$ cat config.mk
export PLATFORM = sky130hd
export DESIGN_NAME = program_loader
export DESIGN_NICKNAME = d
export VERILOG_FILES = /design/src/rtl/program_loader.sv
export SDC_FILE = /design/constraint.sdc
export NUM_CORES = 2
export LEC_CHECK = 0
export ABC_AREA = 1
export BUFFER_PORTS_ARGS = -buffer_cell sky130_fd_sc_hd__buf_4
export CORE_AREA = 3 3 277 279
export DETAILED_ROUTE_END_ITERATION = 16
export DIE_AREA = 0 0 280 282
export GPL_TIMING_DRIVEN = 1
export PLACE_DENSITY_LB_ADDON = 0.12
export REMOVE_ABC_BUFFERS = 1
export SETUP_SLACK_MARGIN = 0.5
export SYNTH_ARGS = -nofsm -noshare
export SYNTH_HDL_FRONTEND = slang
export SYNTH_SLANG_ARGS = --single-unit
$ cat constraint.sdc
create_clock -name clk -period 33.5 [get_ports clk]
set_input_delay 3.35 -clock clk [delete_from_list [all_inputs] [get_ports clk]]
set_output_delay 3.35 -clock clk [all_outputs]
set_load 0.02 [all_outputs]
$ cat src/rtl/program_loader.sv
// Loads a program image from host memory into the instruction memory one cache line at a time,
// then holds the processor in reset until software releases it.
module program_loader #(
  parameter int ADDR_WIDTH      = 64,
  parameter int SIZE_WIDTH      = 16,
  parameter int IMEM_ADDR_WIDTH = 14
) (
  input  logic                       clk,
  input  logic                       rst,
  input  logic                       go,
  input  logic [ADDR_WIDTH-1:0]      start_addr,
  input  logic [SIZE_WIDTH-1:0]      num_lines,
  input  logic                       soft_reset,
  input  logic                       unhalt,
  output logic [ADDR_WIDTH-7:0]      dma_rd_addr,
  output logic                       dma_rd_en,
  input  logic                       dma_rd_full,
  input  logic                       dma_rd_valid,
  input  logic [511:0]               dma_rd_data,
  output logic                       imem_wr_en,
  output logic [IMEM_ADDR_WIDTH-1:0] imem_wr_addr,
  output logic [31:0]                imem_wr_data,
  output logic                       cpu_rst,
  output logic                       done
);
  localparam int LW = ADDR_WIDTH - 6;

  typedef enum logic [2:0] {IDLE, REQ, WAIT, WRITE, DONE, RUN} state_t;

  state_t                state, state_n;
  logic [LW-1:0]         base, base_n;
  logic [SIZE_WIDTH-1:0] nlines, nlines_n, idx, idx_n, idx_inc;
  logic [3:0]            wcnt, wcnt_n;
  logic [511:0]          line, line_n;
  logic [LW-1:0]         rd_addr_n;
  logic [IMEM_ADDR_WIDTH-1:0] wr_addr_n;
  logic [31:0]           wr_data_n;
  logic                  unused_lsb;

  // Line address bits below the 64-byte boundary carry no information.
  assign unused_lsb = ^start_addr[5:0];

  always_comb begin
    state_n  = state;
    base_n   = base;
    nlines_n = nlines;
    idx_n    = idx;
    wcnt_n   = wcnt;
    line_n   = line;
    idx_inc  = idx + SIZE_WIDTH'(1);
    if (soft_reset) begin
      state_n = IDLE;
    end else begin
      case (state)
        IDLE: if (go) begin
          base_n   = start_addr[ADDR_WIDTH-1:6];
          nlines_n = num_lines;
          idx_n    = '0;
          wcnt_n   = '0;
          state_n  = (num_lines == '0) ? DONE : REQ;
        end
        REQ:  if (!dma_rd_full) state_n = WAIT;
        WAIT: if (dma_rd_valid) begin
          line_n  = dma_rd_data;
          wcnt_n  = '0;
          state_n = WRITE;
        end
        WRITE: begin
          wcnt_n = wcnt + 4'd1;
          if (wcnt == 4'd15) begin
            idx_n   = idx_inc;
            state_n = (idx_inc < nlines) ? REQ : DONE;
          end
        end
        DONE: if (unhalt) state_n = RUN;
        RUN:  state_n = RUN;
        default: state_n = IDLE;
      endcase
    end
    // Outputs are registered from next-state values so they line up with the state they belong to.
    rd_addr_n = base_n + LW'(idx_n);
    wr_addr_n = IMEM_ADDR_WIDTH'({idx_n, wcnt_n});
    wr_data_n = line_n[{wcnt_n, 5'd0} +: 32];
  end

  always_ff @(posedge clk or posedge rst) begin
    if (rst) begin
      state        <= IDLE;
      base         <= '0;
      nlines       <= '0;
      idx          <= '0;
      wcnt         <= '0;
      line         <= '0;
      dma_rd_addr  <= '0;
      dma_rd_en    <= 1'b0;
      imem_wr_en   <= 1'b0;
      imem_wr_addr <= '0;
      imem_wr_data <= '0;
      cpu_rst      <= 1'b1;
      done         <= 1'b0;
    end else begin
      state        <= state_n;
      base         <= base_n;
      nlines       <= nlines_n;
      idx          <= idx_n;
      wcnt         <= wcnt_n;
      line         <= line_n;
      dma_rd_addr  <= rd_addr_n;
      dma_rd_en    <= (state_n == REQ);
      imem_wr_en   <= (state_n == WRITE);
      imem_wr_addr <= wr_addr_n;
      imem_wr_data <= wr_data_n;
      cpu_rst      <= (state_n != RUN);
      done         <= (state_n == DONE) || (state_n == RUN);
    end
  end
endmodule

==> results.cfg <==
[die]
ios = 707
die_area_um2 = 79000
core_area_um2 = 74400
fp-row-count = 100
start_util_pct = 50.1
die_w_um = 280
fp.dieH_um = 282

[cts]
clock_path_buffers = 3
cts.sink_count = 703
numCtsBuffers = 79
post_cts_buffers = 0
cts-root-buf = clkbuf_16
cts_tree = yes
holdBufCountCts = 0
cts-resized-gates = 0
htreeDepth = 3
clk_pin_slew_ns = 0.06
clk_latency_ns = 0.62

[logic_synthesis]
synth_area_leaders = dfrtp_1 (47%), nand2_1 (15%), inv_1 (12%), nand3_1 (7.2%), o21ai_0 (4.1%)
synth_edf_count = 0
synth_seq_cells = 703
async_flop_share_pct = 100
synthFlopType = dfrtp_1
synthTopCellsByCount = nand2_1 (1520), inv_1 (1224), dfrtp_1 (702)
postSynthAreaPerCell_um2 = 7.20
synth_cell_types = 46
yosys.area.top_type = dfrtp_1
synth_most_common_cell = nand2_1
yosys.area.top_type_share_pct = 47.1
synth_area_um2 = 37300
synth_seq_area_share_pct = 47.2
ys_warn_count = 0
netlist_instances = 5177

[power]
power.density_nw_per_um2 = 71.1
vdd_drop_max_mv = 0.0451
power_leakage_nw = 25.2

[global_routing]
grt_pass1_wl_mm = 181
track_usage_pct = 29.8
use_met3_pct = 7.41
grt_use_met1_pct = 35.7
busiest_layer = met2
antenna_found_initial = 76
grt_pass1_vias = 32000
grt_max_degree = 190
grt_util_met2_pct = 49.8
overflow = 0

[drt]
routed_via_density = 4.89
drc = 0
drt_iter0_markers = 2565
first_pass_iters = 6
ant_nets = 0
wl_mm = 120
post_drt_wl_per_cell_um = 17.6
vias = 33300

[placement]
dp.final_hpwl_mm = 81.8
portBuffers = 700
dp_cells = 6618
gp_congestion = 0.932

[critical_path]
reg2reg_depth = 14
rr_startpoint = state[0]
r2r_setup_slack_ns = 27.90
worst-path-max-fanout = 189
cp-start-kind = input port
r2r_end = imem_wr_data[4]
required_ns = 34.01
crit_type = in2reg
end_kind = register
cp.arrival_ns = 8.23

[hold_path]
hold_start = nlines[3]
hold_class = reg2reg
whs_endpoint = nlines[3]
min_path_cells = 2

[final_layout]
drive_gt1_share_pct = 15.8
nNetsFinal = 6363
syn_to_final_growth_pct = 21.9
layoutNonFillerInstCount = 6814

[timing]
final-max-slew-violation-count = 0
post-route-period-util_pct = 23.0
final-setup-viol-count = 0
tns_ns = 0
finalCriticalPeriod_ns = 7.72
fin_skew_ns = 0.0205
tightest_slew_ns = 1.08
rsz0062_at_grt = false
max_freq_ghz = 0.130
slew_headroom_pct = 27.8
hold_violations = 0

[outcome]
outcome = finished, final reports clean

[run]
cap_violations = 0
## critical path, cell delays in order
cell and delay [ns]:
buf_4 0.14, clkinv_2 0.32, nand2_8 0.82, buf_4 0.91, buf_4 0.93, buf_4 0.89
nand2_1 0.13, o21ai_1 0.16, nand2_1 0.08, nand3_1 0.11, nand3_1 0.11, nand3_1 0.10
nand2_1 0.06
## stage by stage
step	cell area (um2)	total power (W)	hold slack (ns)	setup slack, ns	utilization [%]
6_report	45400	0.00323	0.489	25.78	61.0
5_1_grt	45400	0.00349	0.513	25.23	61.0
4_1_cts	45300	0.00325	0.490	25.74	60.8
3_5_place_dp	42700	0.00237	0.475	25.09	57.4
3_3_place_gp	42700	0.00233	0.474	25.07	57.4
2_1_floorplan	35900	0.00211	0.453	10.44	-
## routing by layer
metal / vias up / wire length (um)
li1: 16700 / -
met1: 15300 / 46900
met2: 944 / 58500
met3: 304 / 8710
met4: 46 / 5640
met5: - / 296
## where the power goes
part,internal (W),switching [W],total (W)
combinational,0.000413,0.000658,0.00107
sequential,0.00120,0.0000959,0.00129
clock,0.000503,0.000360,0.000863
total,0.00211,0.00111,0.00323
## logic make-up (layout without fill, tap and decap cells)
logic type / Yosys count / after routing / synth area share (%)
adder cells (fa/ha/maj): 34 / 34 / 1.16
AND/OR/NAND/NOR: 2359 / 2359 / 26.9
flip-flops: 703 / 703 / 47.2
buffers and inverters: 1494 / 2107 / 16.0
XOR/XNOR: 51 / 51 / 1.20
other: 0 / 55 / 0
multiplexers: 15 / 15 / 0.453
AO/OA/AOI/OAI: 521 / 521 / 7.13
## cell type report
class / count / area, um2
Clock buffer: 118 / 2370
Multi-Input combinational cell: 2980 / 13800
Sequential cell: 703 / 17600
Fill cell: 6978 / 29000
Tap cell: 969 / 1210
Timing Repair Buffer: 735 / 5530
Clock inverter: 23 / 183
Inverter: 1231 / 4640
Antenna cell: 55 / 138
## flip-flops by register name, indices dropped and copies added (netlist names)
name,count
idx,16
done,1
dma_rd_addr,58
nlines,16
state,3
base,58
line,512
imem_wr_data,32
imem_wr_addr,1
wcnt,3
dma_rd_en,1
cpu_rst,1
imem_wr_en,1
## layout by cell type (no fill, tap or decap), types with 69 or more instances in the layout
cell / Yosys / layout
nor2_1: 156 / 156
o21ai_0: 308 / 308
o21ai_1: 162 / 161
nand3_1: 534 / 534
dfrtp_1: 702 / 702
buf_4: 35 / 734
nand3b_1: 69 / 69
nand2_1: 1520 / 1517
inv_1: 1224 / 1222
clkbuf_16: 0 / 81
## how the worst max path moves through the flow
| stage | end | startpoint | slack [ns] |
|---|---|---|---|
| floorplan | base[0] | rst | 10.44 |
| global placement | imem_wr_data[7] | soft_reset | 25.07 |
| CTS | imem_wr_data[7] | soft_reset | 25.74 |
| detailed placement | imem_wr_data[7] | soft_reset | 25.09 |
| global route | imem_wr_data[0] | soft_reset | 25.23 |
| finish | imem_wr_data[4] | soft_reset | 25.78 |
Power figures use the tool's default switching activity.
